<file path="config.mk">
export PLATFORM = sky130hd
export DESIGN_NAME = feature_collector
export DESIGN_NICKNAME = d
export VERILOG_FILES = /design/src/rtl/feature_collector_pkg.sv /design/src/rtl/feature_collector_sync_fifo.sv /design/src/rtl/feature_collector.sv
export SDC_FILE = /design/constraint.sdc
export NUM_CORES = 2
export LEC_CHECK = 0
export CAP_MARGIN = 20
export CORE_ASPECT_RATIO = 1.75
export CORE_MARGIN = 10
export CORE_UTILIZATION = 55
export DETAILED_ROUTE_END_ITERATION = 10
export MAX_ROUTING_LAYER = met4
export PLACE_DENSITY_LB_ADDON = 0.2
export SLEW_MARGIN = 20
export SYNTH_ARGS = -nofsm -noshare
export SYNTH_HDL_FRONTEND = slang
export SYNTH_SLANG_ARGS = --single-unit
export TNS_END_PERCENT = 50
</file>
<file path="constraint.sdc">
create_clock -name clk -period 10.16 [get_ports clk]
set_clock_uncertainty 0.2 [all_clocks]
set_input_delay 1.016 -clock clk [delete_from_list [all_inputs] [get_ports clk]]
set_output_delay 1.016 -clock clk [all_outputs]
set_load 0.05 [all_outputs]
</file>
<file path="src/rtl/feature_collector_pkg.sv">
// Shared definitions for the feature collector.
// - ADDR_WIDTH_DEF: default feature address width, {row, col}.
// - ROW_*/COL_*: bit positions of the row and column fields in an address.
// - sat_inc(): increment that sticks at a caller-supplied maximum.
package feature_collector_pkg;

  localparam int ADDR_WIDTH_DEF = 16;

  localparam int ROW_MSB = 15;
  localparam int ROW_LSB = 8;
  localparam int COL_MSB = 7;
  localparam int COL_LSB = 0;

  // Operates on a 64-bit container so one helper serves every counter width.
  // max_v is the all-ones value of the real counter width.
  function automatic logic [63:0] sat_inc(input logic [63:0] v,
                                          input logic [63:0] max_v);
    return (v >= max_v) ? v : v + 64'd1;
  endfunction

endpackage

</file>
<file path="src/rtl/feature_collector_sync_fifo.sv">
// sync_fifo: single-clock show-ahead FIFO.
// Ports:
//   clk, rst_n      clock and asynchronous active-low reset
//   clear_i         synchronous flush; wins over push and pop
//   push_i, data_i  write request and data (ignored when full)
//   pop_i           read request (ignored when empty)
//   data_o          current head entry, valid while not empty
//   full_o, empty_o status flags
//   occupancy_o     number of stored entries, 0..DEPTH
module sync_fifo #(
  parameter int DEPTH = 256,
  parameter int WIDTH = 16
) (
  input  logic                       clk,
  input  logic                       rst_n,
  input  logic                       clear_i,
  input  logic                       push_i,
  input  logic [WIDTH-1:0]           data_i,
  input  logic                       pop_i,
  output logic [WIDTH-1:0]           data_o,
  output logic                       full_o,
  output logic                       empty_o,
  output logic [$clog2(DEPTH):0]     occupancy_o
);

  localparam int PW = $clog2(DEPTH);
  localparam int OW = PW + 1;

  logic [WIDTH-1:0] mem [DEPTH];
  logic [PW-1:0]    wr_ptr_q, wr_ptr_d;
  logic [PW-1:0]    rd_ptr_q, rd_ptr_d;
  logic [OW-1:0]    occ_q, occ_d;
  logic             do_push, do_pop;

  assign full_o      = (occ_q == OW'(DEPTH));
  assign empty_o     = (occ_q == '0);
  assign occupancy_o = occ_q;
  assign do_push     = push_i & ~full_o;
  assign do_pop      = pop_i & ~empty_o;

  // Head is forced to zero when empty so the port reads 0 out of reset
  // instead of uninitialised storage; an empty head is don't-care anyway.
  assign data_o = empty_o ? '0 : mem[rd_ptr_q];

  always_comb begin
    wr_ptr_d = wr_ptr_q;
    rd_ptr_d = rd_ptr_q;
    occ_d    = occ_q;
    if (clear_i) begin
      wr_ptr_d = '0;
      rd_ptr_d = '0;
      occ_d    = '0;
    end else begin
      // Pointer width equals log2(DEPTH), so increments wrap naturally.
      if (do_push) wr_ptr_d = wr_ptr_q + PW'(1);
      if (do_pop)  rd_ptr_d = rd_ptr_q + PW'(1);
      occ_d = occ_q + OW'(do_push) - OW'(do_pop);
    end
  end

  always_ff @(posedge clk or negedge rst_n) begin
    if (!rst_n) begin
      wr_ptr_q <= '0;
      rd_ptr_q <= '0;
      occ_q    <= '0;
    end else begin
      wr_ptr_q <= wr_ptr_d;
      rd_ptr_q <= rd_ptr_d;
      occ_q    <= occ_d;
    end
  end

  // Storage carries no reset so it can map onto block RAM.
  always_ff @(posedge clk) begin
    if (do_push && !clear_i) mem[wr_ptr_q] <= data_i;
  end

endmodule

</file>
<file path="src/rtl/feature_collector.sv">
// feature_collector: terminal stage after nms5. Keeps windows flagged as
// features, optionally drops back-to-back duplicates, buffers survivors and
// streams them out with a valid/req handshake.
// Ports:
//   clk, rst_n             clock and asynchronous active-low reset
//   clear                  synchronous flush of FIFO, counters, history, flag
//   in_isfeature/in_feature_addr/in_feature_valid   nms5 result
//   ready_for_new_feature  backpressure to nms5
//   out_feature_valid/out_feature_addr/out_feature_req   readout port
//   feature_count/reject_count/dup_count   saturating statistics
//   overflow_flag          sticky stall-watchdog flag
module feature_collector
  import feature_collector_pkg::*;
#(
  parameter int FIFO_DEPTH = 256,
  parameter int ADDR_WIDTH = ADDR_WIDTH_DEF,
  parameter int CNT_WIDTH  = 32,
  parameter bit DEDUP_EN   = 1'b1
) (
  input  logic                  clk,
  input  logic                  rst_n,
  input  logic                  clear,
  input  logic                  in_isfeature,
  input  logic [ADDR_WIDTH-1:0] in_feature_addr,
  input  logic                  in_feature_valid,
  output logic                  ready_for_new_feature,
  output logic                  out_feature_valid,
  output logic [ADDR_WIDTH-1:0] out_feature_addr,
  input  logic                  out_feature_req,
  output logic [CNT_WIDTH-1:0]  feature_count,
  output logic [CNT_WIDTH-1:0]  reject_count,
  output logic [CNT_WIDTH-1:0]  dup_count,
  output logic                  overflow_flag
);

  localparam int OW = $clog2(FIFO_DEPTH) + 1;
  localparam logic [63:0] CNT_MAX = 64'({CNT_WIDTH{1'b1}});

  logic                  fifo_full, fifo_empty, unused_empty;
  logic [OW-1:0]         fifo_occ;
  logic                  acc, dup_hit, push, pop, stall;

  logic [ADDR_WIDTH-1:0] last_addr_q, last_addr_d;
  logic                  hist_valid_q, hist_valid_d;
  logic [CNT_WIDTH-1:0]  feat_cnt_q, feat_cnt_d;
  logic [CNT_WIDTH-1:0]  rej_cnt_q, rej_cnt_d;
  logic [CNT_WIDTH-1:0]  dup_cnt_q, dup_cnt_d;
  logic [OW-1:0]         stall_cnt_q, stall_cnt_d;
  logic                  ovf_q, ovf_d;

  assign unused_empty = fifo_empty;

  assign ready_for_new_feature = ~fifo_full & ~clear;
  assign acc     = in_feature_valid & ready_for_new_feature;
  assign dup_hit = DEDUP_EN & hist_valid_q & (in_feature_addr == last_addr_q);
  assign push    = acc & in_isfeature & ~dup_hit;
  assign out_feature_valid = (fifo_occ != '0);
  assign pop     = out_feature_valid & out_feature_req;
  assign stall   = in_feature_valid & ~ready_for_new_feature;

  sync_fifo #(
    .DEPTH (FIFO_DEPTH),
    .WIDTH (ADDR_WIDTH)
  ) u_fifo (
    .clk         (clk),
    .rst_n       (rst_n),
    .clear_i     (clear),
    .push_i      (push),
    .data_i      (in_feature_addr),
    .pop_i       (pop),
    .data_o      (out_feature_addr),
    .full_o      (fifo_full),
    .empty_o     (fifo_empty),
    .occupancy_o (fifo_occ)
  );

  always_comb begin
    last_addr_d  = last_addr_q;
    hist_valid_d = hist_valid_q;
    feat_cnt_d   = feat_cnt_q;
    rej_cnt_d    = rej_cnt_q;
    dup_cnt_d    = dup_cnt_q;
    stall_cnt_d  = '0;
    ovf_d        = ovf_q;
    if (clear) begin
      last_addr_d  = '0;
      hist_valid_d = 1'b0;
      feat_cnt_d   = '0;
      rej_cnt_d    = '0;
      dup_cnt_d    = '0;
      ovf_d        = 1'b0;
    end else begin
      if (acc && !in_isfeature) begin
        rej_cnt_d = CNT_WIDTH'(sat_inc(64'(rej_cnt_q), CNT_MAX));
      end else if (acc && dup_hit) begin
        dup_cnt_d = CNT_WIDTH'(sat_inc(64'(dup_cnt_q), CNT_MAX));
      end else if (push) begin
        last_addr_d  = in_feature_addr;
        hist_valid_d = 1'b1;
        feat_cnt_d   = CNT_WIDTH'(sat_inc(64'(feat_cnt_q), CNT_MAX));
      end
      // Watchdog parks at FIFO_DEPTH so a very long stall cannot wrap it.
      if (stall) begin
        stall_cnt_d = (stall_cnt_q == OW'(FIFO_DEPTH)) ? stall_cnt_q
                                                       : stall_cnt_q + OW'(1);
      end
      if (stall_cnt_d == OW'(FIFO_DEPTH)) ovf_d = 1'b1;
    end
  end

  always_ff @(posedge clk or negedge rst_n) begin
    if (!rst_n) begin
      last_addr_q  <= '0;
      hist_valid_q <= 1'b0;
      feat_cnt_q   <= '0;
      rej_cnt_q    <= '0;
      dup_cnt_q    <= '0;
      stall_cnt_q  <= '0;
      ovf_q        <= 1'b0;
    end else begin
      last_addr_q  <= last_addr_d;
      hist_valid_q <= hist_valid_d;
      feat_cnt_q   <= feat_cnt_d;
      rej_cnt_q    <= rej_cnt_d;
      dup_cnt_q    <= dup_cnt_d;
      stall_cnt_q  <= stall_cnt_d;
      ovf_q        <= ovf_d;
    end
  end

  assign feature_count = feat_cnt_q;
  assign reject_count  = rej_cnt_q;
  assign dup_count     = dup_cnt_q;
  assign overflow_flag = ovf_q;

endmodule

</file>
==> qor.yml <==
synth_warnings: 0
drv_cap: 0
numCtsBuffers: 367
synth-seq-cells: 4244
cts.htree.levels: 5
wl_met1_mm: 161
utilization_pct: 61.6
routedWlPerCell_um: 36.6
synth_common_cells: "edfxtp_1 (4096), mux4_2 (931), mux2i_1 (461), nor2_1 (435), nand2_1 (276)"
synth_cells: 7991
antenna_found_initial: 22
synth_top_cell_by_area: "edfxtp_1"
fp-row-count: 266
grt_pass1_wl_mm: 660
fin_cells: 12800
slowest_stage: "dfrtp_4"
async_flop_share_pct: 3.49
run_status: "completed"
multi_input_area_um2: 36500
tritoncts: "done"
place_inst: 12100
syn_area_per_cell_um2: 20.7
drc: 0
arrival_ns: 7.60
die_w_um: 435
drt_iter0_markers: 11100
clk_latency_ns: 0.92
synth_edf_count: 4096
vdd.ir_drop.worst_v: 0.000189
cpLargestDelayFamily: "simple AND/OR/NAND/NOR gates"
whs_path_depth: 1
hold_path_class: "input pin to flop"
fin_nets: 8501
start_util_pct: 55.2
synth_cell_types: 80
ant_nets: 0
synth_seq_area_share_pct: 76.6
syn2layout_area_growth_pct: 11.7
critPathBufInv: 3
cp_max_fo: 39
ys.flop_type: "edfxtp_1"
timing.final.hold_violations: 0
crit_type: "flop to output port"
path_clk_slew_ns: 0.07
clock-sinks: 4244
start_kind: "flop"
io-pin-count: 137
cp-end-kind: "output port"
period_share_pct: 86.8
rsz0062_at_grt: "no"
p_leak_uw: 0.0581
overflow: 0
dp_hpwl_mm: 284
cp_data_required_time_ns: 8.94
dr.pass1.iters: 6
vias: 85100
synth_nets: 8036
vias_per_cell: 6.66
fill_cells: 20600
grt_use_total_pct: 29.6
max_stage_delay_ns: 1.12
p_per_area_nw_per_um2: 204
slew_headroom_pct: 10.2
slew_viol_final: 0
fmax_mhz: 113
port-buffer-count: 136
grt_max_degree: 202
crit_chain: "and2_4 -> buf_4 -> nand2_2 -> o221ai_1 -> a211oi_1 -> nor3_1 -> nor3_1 -> o32ai_2 -> buf_4 -> clkdlybuf4s50_1"
post_cts_buffers: 0
wl_met2_mm: 235
dr_wl_met3_mm: 41.1
finalWeightedCongestion: 0.920
rr_worst_depth: 17
synth_area_um2: 165000
die-area_um2: 324000
period_minus_slack_ns: 8.82
setup_viol: 0
worst-path-stages: 10
synth_most_common_cell: "edfxtp_1"
tightest_slew_ns: 1.34
grt_pass1_vias: 86100
cts_root_buf: "clkbuf_16"
synth_top_area_share_pct: 74.3
die_h_um: 746
clock_path_buffers: 4
synth.area.top_cells: "edfxtp_1 (74%), mux4_2 (13%), mux2i_1 (2.8%)"
maxUsedRoutingLayer: "met4"
finalSetupTns_ns: 0
drive_gt1_share_pct: 22.9
register_area_um2: 127000
wl_mm: 468
coreArea_um2: 300000
layout make-up:
| class | count | area share, % |
|---|---|---|
| clock inverter | 186 | 0.855 |
| timing repair buffer | 552 | 2.65 |
| antenna | 15 | 0.0203 |
| clock buffer | 472 | 5.32 |
| tap | 4020 | 2.72 |
| multi-input combinational | 3262 | 19.8 |
| sequential | 4244 | 68.6 |
| inverter | 29 | 0.0630 |
final timing paths:
kind                       slack (ns)                    end                  start
hold / removal                   0.23      u_fifo.mem[99][8]     in_feature_addr[8]
max in group asynchronous        7.74        reject_count[8]                  rst_n
setup / recovery                 1.34    out_feature_addr[5]     u_fifo.rd_ptr_q[3]
setup reg to reg                 5.35  u_fifo.occupancy_o[8]  u_fifo.occupancy_o[5]
hold reg to reg                  0.29           hist_valid_q           hist_valid_q
min in group asynchronous        0.51          dup_count[23]                  rst_n
cells in the final DEF, fill, tap and decap left out, types with 30 or more instances in the layout:
cell,count
nor3_1,43
a221oi_1,39
o21ai_0,91
nand3_1,101
mux2i_1,461
xor2_1,57
a211oi_1,30
o221ai_1,41
clkdlybuf4s50_1,118
edfxtp_1,4096
clkinv_1,62
mux4_2,931
o22ai_1,78
clkbuf_1,85
a21oi_1,149
nand4_1,34
nor2_2,50
xnor2_1,41
clkinv_2,66
clkbuf_16,372
nor2_1,374
a31oi_1,36
a22oi_1,95
buf_4,390
nand2_1,258
dfrtp_1,141
routing by layer:
layer | up-vias | GRT usage, %
li1 | 34000 | -
met1 | 45300 | 35.9
met2 | 4836 | 47.4
met3 | 980 | 5.38
met4 | 0 | 16.0
met5 | - | -
repair_timing:
action	4_1_cts	5_1_grt
hold buffers	1	0
endpoints found under the hold margin	75	0
gates resized for setup	0	0
cells by family (layout without fill, tap and decap cells):
kind of cell	after synthesis	count (layout)	share of synthesized area, %
multiplexers	1401	1401	15.5
other	0	15	0
AO/OA/AOI/OAI	682	682	2.77
buffers and inverters	485	1239	1.58
flip-flops	4244	4244	76.6
AND/OR/NAND/NOR	1058	1058	2.87
adder cells (fa/ha/maj)	23	23	0.178
XOR/XNOR	98	98	0.519
stage by stage:
stage	hold WS, ns	total power, uW	setup slack (ns)	area (um^2)
CTS	0.180	37900	1.31	185000
global placement	0.265	24400	2.38	173000
global route	0.205	38700	1.59	185000
detailed placement	0.273	24400	2.31	173000
finish	0.228	37700	1.34	185000
floorplan	0.254	22900	5.70	165000
sequential cells by signal, summed over array words and instances, names as in the netlist, 8 cells and up:
name                cells
u_fifo.mem           4096
dup_count              32
feature_count          32
reject_count           32
last_addr_q            16
stall_cnt_q             9
u_fifo.occupancy_o      9
u_fifo.rd_ptr_q         8
u_fifo.wr_ptr_q         8
power by group:
group | internal (uW) | leakage (uW) | switching (uW)
Clock | 7400 | 0.00558 | 6280
Sequential | 19200 | 0.0388 | 72.3
Combinational | 2020 | 0.0137 | 2740
Note: power is estimated with default switching activity, not from simulation.
